===== src/rtl/tag_mem_pkg.sv =====
// tag_mem_pkg: command encodings, sequencer states and channel-width helper for tag_mem_seq.
package tag_mem_pkg;
  typedef enum logic [1:0] {
    OP_EPC_READ    = 2'b00,
    OP_EPC_WRITE   = 2'b01,
    OP_SENSOR_READ = 2'b10,
    OP_RSV         = 2'b11
  } op_t;
  typedef enum logic [2:0] {S_IDLE, S_PRE, S_ACC, S_REL, S_STREAM} state_t;
  function automatic int ch_w(input int n);
    return n > 1 ? $clog2(n) : 1;
  endfunction
endpackage


===== src/rtl/tag_tx_shifter.sv =====
// tag_tx_shifter: one-word prefetch buffer feeding an LSB-first serial shifter.
module tag_tx_shifter #(
  parameter int WORD_W = 16
) (
  input  logic              data_clk,
  input  logic              factory_reset,
  input  logic              load,
  input  logic [WORD_W-1:0] load_data,
  output logic              empty,
  output logic              last,
  output logic              tx_bit,
  output logic              tx_valid
);
  localparam int CW = $clog2(WORD_W);
  logic [WORD_W-1:0] buf_q, sh;
  logic [CW-1:0] cnt;
  logic full, take;
  assign empty = !full;
  assign last = tx_valid && cnt == CW'(WORD_W - 1);
  assign take = full && (!tx_valid || last);
  assign tx_bit = sh[0];
  // Reload on the last bit keeps the stream gap-free; an idle shifter drains to zero.
  always_ff @(posedge data_clk or posedge factory_reset) begin
    if (factory_reset) begin
      buf_q <= '0;
      sh <= '0;
      cnt <= '0;
      full <= 1'b0;
      tx_valid <= 1'b0;
    end else begin
      full <= load ? 1'b1 : take ? 1'b0 : full;
      if (load) buf_q <= load_data;
      if (take) begin
        sh <= buf_q;
        cnt <= '0;
        tx_valid <= 1'b1;
      end else if (tx_valid) begin
        sh <= sh >> 1;
        cnt <= last ? '0 : cnt + 1'b1;
        tx_valid <= !last;
      end
    end
  end
endmodule


===== src/rtl/tag_mem_seq.sv =====
// tag_mem_seq: arbitrates ADC logging and reader commands onto the shared SRAM, streams reads serially.
// Optional TAG_MEM_TIMESTAMP_EN prefixes stored sensor words with a wrapping sample timestamp.
module tag_mem_seq
  import tag_mem_pkg::*;
#(
  parameter int WORD_W      = 16,
  parameter int ADDR_W      = 6,
  parameter int NUM_SENSORS = 2,
  parameter int TS_W        = 8,
  parameter int CH_W        = ch_w(NUM_SENSORS)
) (
  input  logic                   data_clk,
  input  logic                   factory_reset,
  input  logic                   cmd_valid,
  output logic                   cmd_ready,
  input  logic [1:0]             cmd_op,
  input  logic [CH_W-1:0]        cmd_chan,
  input  logic [ADDR_W-1:0]      cmd_ptr,
  input  logic [ADDR_W:0]        cmd_words,
  input  logic [WORD_W-1:0]      cmd_wdata,
  output logic                   cmd_err,
  input  logic                   adc_valid,
  output logic                   adc_ready,
  input  logic [CH_W-1:0]        adc_chan,
  input  logic [WORD_W-1:0]      adc_data,
  output logic [NUM_SENSORS:0]   mem_sel,
  output logic [ADDR_W-1:0]      mem_address,
  output logic [WORD_W-1:0]      mem_data_out,
  input  logic [WORD_W-1:0]      mem_read_in,
  output logic                   PC_B,
  output logic                   WE,
  output logic                   SE,
  output logic                   mem_done,
  output logic                   tx_bit,
  output logic                   tx_valid,
  output logic                   tx_data_done,
  output logic [NUM_SENSORS-1:0] log_overflow
);
  localparam logic [CH_W:0] NS = NUM_SENSORS[CH_W:0];
  if (TS_W >= WORD_W || NUM_SENSORS < 1 || NUM_SENSORS > 7) begin : g_param_check
    $error("tag_mem_seq: unsupported parameter set");
  end
  state_t state;
  logic idle_q, is_wr, is_sens;
  logic [CH_W-1:0] rd_chan;
  logic [NUM_SENSORS:0] rd_sel, rd_sel_n;
  logic [ADDR_W-1:0] nxt_addr, rd_start, first_next, step_addr;
  logic [ADDR_W:0] remain, rd_len;
  logic [ADDR_W+1:0] span;
  logic [ADDR_W-1:0] wr_ptr [NUM_SENSORS];
  logic [ADDR_W:0] cnt [NUM_SENSORS];
  logic [WORD_W-1:0] sample_word;
  logic adc_ok, adc_fire, cmd_fire, cmd_bad, sh_empty, sh_last, sh_load;
  op_t op;
  assign op = op_t'(cmd_op);
  assign adc_ready = idle_q;
  assign cmd_ready = idle_q && !adc_valid;
  assign adc_fire = adc_valid && adc_ready;
  assign cmd_fire = cmd_valid && cmd_ready;
  assign adc_ok = {1'b0, adc_chan} < NS;
  assign span = {2'b0, cmd_ptr} + {1'b0, cmd_words};
  assign cmd_bad = op == OP_RSV || (op == OP_SENSOR_READ ? !({1'b0, cmd_chan} < NS)
                                                         : span > (ADDR_W+2)'(2**ADDR_W));
  assign rd_len = op == OP_SENSOR_READ ? cnt[cmd_chan] : cmd_words;
  assign rd_start = op == OP_SENSOR_READ ? wr_ptr[cmd_chan] - 1'b1 : cmd_ptr;
  assign first_next = op == OP_SENSOR_READ ? rd_start - 1'b1 : rd_start + 1'b1;
  assign rd_sel_n = op == OP_SENSOR_READ ? (NUM_SENSORS+1)'(2) << cmd_chan : (NUM_SENSORS+1)'(1);
  assign step_addr = is_sens ? nxt_addr - 1'b1 : nxt_addr + 1'b1;
  assign sh_load = state == S_ACC && !is_wr;
`ifdef TAG_MEM_TIMESTAMP_EN
  logic [TS_W-1:0] ts;
  always_ff @(posedge data_clk or posedge factory_reset) begin
    if (factory_reset) ts <= '0;
    else if (adc_fire && adc_ok) ts <= ts + 1'b1;
  end
  assign sample_word = {ts, adc_data[WORD_W-TS_W-1:0]};
`else
  assign sample_word = adc_data;
`endif
  tag_tx_shifter #(.WORD_W(WORD_W)) u_tx (
    .data_clk     (data_clk),
    .factory_reset(factory_reset),
    .load         (sh_load),
    .load_data    (mem_read_in),
    .empty        (sh_empty),
    .last         (sh_last),
    .tx_bit       (tx_bit),
    .tx_valid     (tx_valid)
  );
  always_ff @(posedge data_clk or posedge factory_reset) begin
    if (factory_reset) begin
      state <= S_IDLE;
      idle_q <= 1'b1;
      is_wr <= 1'b0;
      is_sens <= 1'b0;
      rd_chan <= '0;
      rd_sel <= '0;
      nxt_addr <= '0;
      remain <= '0;
      mem_sel <= '0;
      mem_address <= '0;
      mem_data_out <= '0;
      PC_B <= 1'b1;
      WE <= 1'b0;
      SE <= 1'b0;
      mem_done <= 1'b0;
      cmd_err <= 1'b0;
      tx_data_done <= 1'b0;
      log_overflow <= '0;
      for (int i = 0; i < NUM_SENSORS; i++) begin
        wr_ptr[i] <= '0;
        cnt[i] <= '0;
      end
    end else begin
      cmd_err <= 1'b0;
      tx_data_done <= 1'b0;
      mem_done <= 1'b0;
      case (state)
        S_IDLE: begin
          if (adc_fire) begin
            if (adc_ok) begin
              state <= S_PRE;
              idle_q <= 1'b0;
              PC_B <= 1'b0;
              is_wr <= 1'b1;
              is_sens <= 1'b0;
              mem_sel <= (NUM_SENSORS+1)'(2) << adc_chan;
              mem_address <= wr_ptr[adc_chan];
              mem_data_out <= sample_word;
              wr_ptr[adc_chan] <= wr_ptr[adc_chan] + 1'b1;
              if (cnt[adc_chan][ADDR_W]) log_overflow[adc_chan] <= 1'b1;
              else cnt[adc_chan] <= cnt[adc_chan] + 1'b1;
            end
          end else if (cmd_fire) begin
            if (cmd_bad) cmd_err <= 1'b1;
            else if (op == OP_EPC_WRITE) begin
              state <= S_PRE;
              idle_q <= 1'b0;
              PC_B <= 1'b0;
              is_wr <= 1'b1;
              is_sens <= 1'b0;
              mem_sel <= (NUM_SENSORS+1)'(1);
              mem_address <= cmd_ptr;
              mem_data_out <= cmd_wdata;
            end else if (~|rd_len) tx_data_done <= 1'b1;
            else begin
              state <= S_PRE;
              idle_q <= 1'b0;
              PC_B <= 1'b0;
              is_wr <= 1'b0;
              is_sens <= op == OP_SENSOR_READ;
              rd_chan <= cmd_chan;
              rd_sel <= rd_sel_n;
              mem_sel <= rd_sel_n;
              mem_address <= rd_start;
              nxt_addr <= first_next;
              remain <= rd_len - 1'b1;
            end
          end
        end
        S_PRE: begin
          state <= S_ACC;
          PC_B <= 1'b1;
          WE <= is_wr;
          SE <= !is_wr;
        end
        S_ACC: begin
          state <= S_REL;
          WE <= 1'b0;
          SE <= 1'b0;
          mem_done <= is_wr;
        end
        S_REL: begin
          state <= is_wr ? S_IDLE : S_STREAM;
          idle_q <= is_wr;
          mem_sel <= '0;
        end
        S_STREAM: begin
          if (sh_empty && |remain) begin
            state <= S_PRE;
            PC_B <= 1'b0;
            mem_sel <= rd_sel;
            mem_address <= nxt_addr;
            nxt_addr <= step_addr;
            remain <= remain - 1'b1;
          end else if (sh_empty && sh_last && ~|remain) begin
            state <= S_IDLE;
            idle_q <= 1'b1;
            tx_data_done <= 1'b1;
            if (is_sens) begin
              cnt[rd_chan] <= '0;
              log_overflow[rd_chan] <= 1'b0;
            end
          end
        end
        default: state <= S_IDLE;
      endcase
    end
  end
endmodule


===== config.mk =====
export PLATFORM = sky130hd
export DESIGN_NAME = tag_mem_seq
export DESIGN_NICKNAME = d
export VERILOG_FILES = /design/src/rtl/tag_mem_pkg.sv /design/src/rtl/tag_tx_shifter.sv /design/src/rtl/tag_mem_seq.sv
export SDC_FILE = /design/constraint.sdc
export NUM_CORES = 1
export LEC_CHECK = 0
export CAP_MARGIN = 20
export CORE_ASPECT_RATIO = 0.7
export CORE_MARGIN = 8
export CORE_UTILIZATION = 40
export DETAILED_ROUTE_END_ITERATION = 6
export HOLD_SLACK_MARGIN = 0.1
export PLACE_DENSITY = 0.63
export RECOVER_POWER = 50
export SETUP_SLACK_MARGIN = 0.3
export SLEW_MARGIN = 20
export SYNTH_ARGS = -nofsm -noshare
export SYNTH_HDL_FRONTEND = slang
export SYNTH_HIERARCHICAL = 1
export SYNTH_SLANG_ARGS = --single-unit
export TNS_END_PERCENT = 50

===== constraint.sdc =====
create_clock -name data_clk -period 2.45 [get_ports data_clk]
set_input_delay 0.245 -clock data_clk [delete_from_list [all_inputs] [get_ports data_clk]]
set_output_delay 0.245 -clock data_clk [all_outputs]
set_load 0.03 [all_outputs]

==> flow_summary.ini <==
[timing]
hold_violations = 0
fmaxAchievable_mhz = 397.6
relSlewSlack = 0.1050
fin_crit_ps = 2515
finalClockSkew_ps = 13.64
finalSetupTns_ps = -64.85
setup_slack_ps = -64.85
slew_violations = 0
setup_viol = 1
tightestPinTransition_ps = 1335
period_share = 1.026
rsz0062_at_grt = true

[yosys]
synthesis.nets = 868
yosysTopAreaCellShare = 0.4135
synth_area_um2 = 7141
yosysUniqueCellTypes = 66
synth.most_common_cell = dfrtp_1
synthTopCellsByCount = dfrtp_1 (118), nand2_1 (108), nor2_1 (62)
ys_seq_area_frac = 0.4209
synth_edf_count = 0
ys_seq_elements = 120
syn_inst = 778
ys_async_sr_fraction = 1.000
yosysWarnings = 6
yosysTopAreaCell = dfrtp_1
synth_area_leaders = dfrtp_1 (41%), mux2_2 (7.1%), nand2_1 (5.7%), a21oi_1 (3.7%), o21ai_0 (3.7%)
avgSynthCellArea_um2 = 9.178
synth_top_flop_cell = dfrtp_1

[global_routing]
grt_pass1_vias = 6918
grt_use_total = 0.2030
grt_max_degree = 39
globalRoute.totalOverflow = 0
grt_pass1_wl_mm = 36.65
antenna_found_initial = 0

[cts]
cts_tree = built
cts_root_buf = clkbuf_16
cts_buffers = 17
htreeDepth = 4
clock-sinks = 120
clock_latency_ps = 420
clock_path_buffers = 2
clk_pin_slew_ps = 60

[place]
place_congestion = 0.8320
place.detailed.hpwl_mm = 15.55
io_buffers = 105
dpl_cell_area_um2 = 9544
place_ws_ps = -882.7

[layout]
fin_util = 0.6477
antenna_cells = 0
fill_cells = 1407
nNetsFinal = 1141
drive_gt1_frac = 0.4002
final_area_um2 = 11500
area_growth_pct = 60.99

[critical_path]
slowest_stage = dfrtp_1
crit_path_cell_trace = mux2i_2 -> ha_2 -> nor2_2 -> a21oi_2 -> inv_1 -> ha_1 -> or3_4 -> o2111ai_4 -> o21ai_2 -> xnor2_1 -> mux2i_1 -> a311o_1
path_class = reg -> reg
crit_arrival_ps = 2820
cp-start-kind = flip-flop
slowest_delay_ps = 390
cp_max_fo = 2
cp.required_ps = 2750
crit_family = adder cells
worst-path-buf-inv = 1
critPathCaptureType = flip-flop

[floorplan]
initial_utilization = 0.4023
die_h_um = 127.8
core_um2 = 17750
die_w_um = 175.7
row_count = 41
dieArea_um2 = 22450
io_pins = 106

[route]
firstDrtPassIters = 7
ant_nets = 0
via_count = 6970
initialDrtViolationCount = 541
drc = 0
wl_per_cell_um = 17.98
vias_per_cell = 5.370
routed_wl_mm = 23.34

[pwr]
power_frac_comb = 0.517
ir_worst_vdd_mv = 0.7781
switchingPower_w = 0.004771
total_leakage_power_nw = 5.108
p_clk_frac = 0.204
powerDensity_nw_per_um2 = 1052
p_seq_frac = 0.279
p_int_w = 0.007322
p_sw_frac = 0.3945
power_w = 0.01209

[job]
maxCapViolCount = 0

[min_path]
min_path_type = in -> reg

[run_status]
status = complete, but fails checks
violations = negative setup slack
-- per-layer routing --
layer  global-route usage  wire (µm)
met3              0.06180       1527
met1               0.2834      10870
met5                    0          0
met4              0.03529        220
met2               0.3079      10720
-- tightest hold or removal path, cell delays in order --
cell             delay (ps)
clkdlybuf4s50_1         390
nand2_1                  60
a31oi_1                  60
-- layout by cell type, fill, tap and decap left out, drive strengths merged, types with 7 or more instances in the layout --
cell type,netlist,routed
a21oi,54,54
a221o,15,15
a31oi,19,19
and2,8,8
and3,20,20
buf,12,194
clkbuf,34,33
clkdlybuf4s50,0,87
dfrtp,118,118
ha,18,18
inv,27,26
mux2,46,46
mux2i,22,22
nand2,108,108
nand3,17,17
nor2,62,62
nor2b,8,8
nor3,22,22
o21ai,57,57
o31ai,7,7
xnor2,12,12
xor2,14,14
-- sequential cells by signal (all words and copies together) (netlist names), 4 cells and up --
name,cells
mem_data_out,16
u_tx/sh,16
wr_ptr,12
u_tx/buf_q,16
cnt,14
u_tx/cnt,4
remain,7
mem_address,6
nxt_addr,6
-- metrics by stage --
stage | std cells | hold WS [ps]
final | 1298 | 378.3
after detailed placement | 1217 | 478.5
after CTS | 1287 | 318.0
after global routing | 1298 | 383.9
after floorplan | 778 | 392.7
after global placement | 1217 | 477.8
-- cell families after synthesis --
family | synth area share
adders and majority gates | 0.03995
buffers and inverters | 0.04310
DFF | 0.4209
AOI/OAI and AO/OA | 0.1863
xor gates and xnor gates | 0.03189
muxes | 0.1039
and+or+nand+nor | 0.1740
-- power groups by stage --
stage               logic, W  clock network [W]  registers [W]
detailed placement   0.00532                  0        0.00328
CTS                  0.00575            0.00251        0.00330
global route         0.00674            0.00260        0.00346
finish               0.00625            0.00247        0.00337
global placement     0.00525                  0        0.00327
floorplan            0.00278                  0        0.00371
-- cell type report --
type / count / area [µm²] / area share
multi-input cells: 584 / 4768 / 0.4148
flip-flops and latches: 120 / 3005 / 0.2614
repair buffers: 300 / 2750 / 0.2392
clock buffers: 21 / 470.5 / 0.04092
well taps: 236 / 295.3 / 0.02569
inverters: 28 / 106.4 / 0.009251
clock inverters: 9 / 100.1 / 0.008707
-- repair_timing --
action / in CTS / in global routing
cloned: 4 / 0
setup endpoints to repair: 65 / 65
pin swaps: 33 / 76
setup buffers: 36 / 11
resized for setup: 140 / 171
hold buffers: 0 / 0
-- path summary, 6_finish.rpt --
path	start	endpoint	slack, ps	cells after the start
worst min register to register	u_tx/buf_q[2]	u_tx/sh[2]	500	1
worst max register to register	wr_ptr[0]	nxt_addr[5]	-60	12
worst min-delay path	adc_data[5]	mem_data_out[5]	380	3
min in group asynchronous	factory_reset	u_tx/sh[5]	590	3
max in group asynchronous	factory_reset	cnt[12]	380	3
worst max-delay path	wr_ptr[0]	nxt_addr[5]	-60	12
Note: power is estimated with default switching activity, not from simulation.
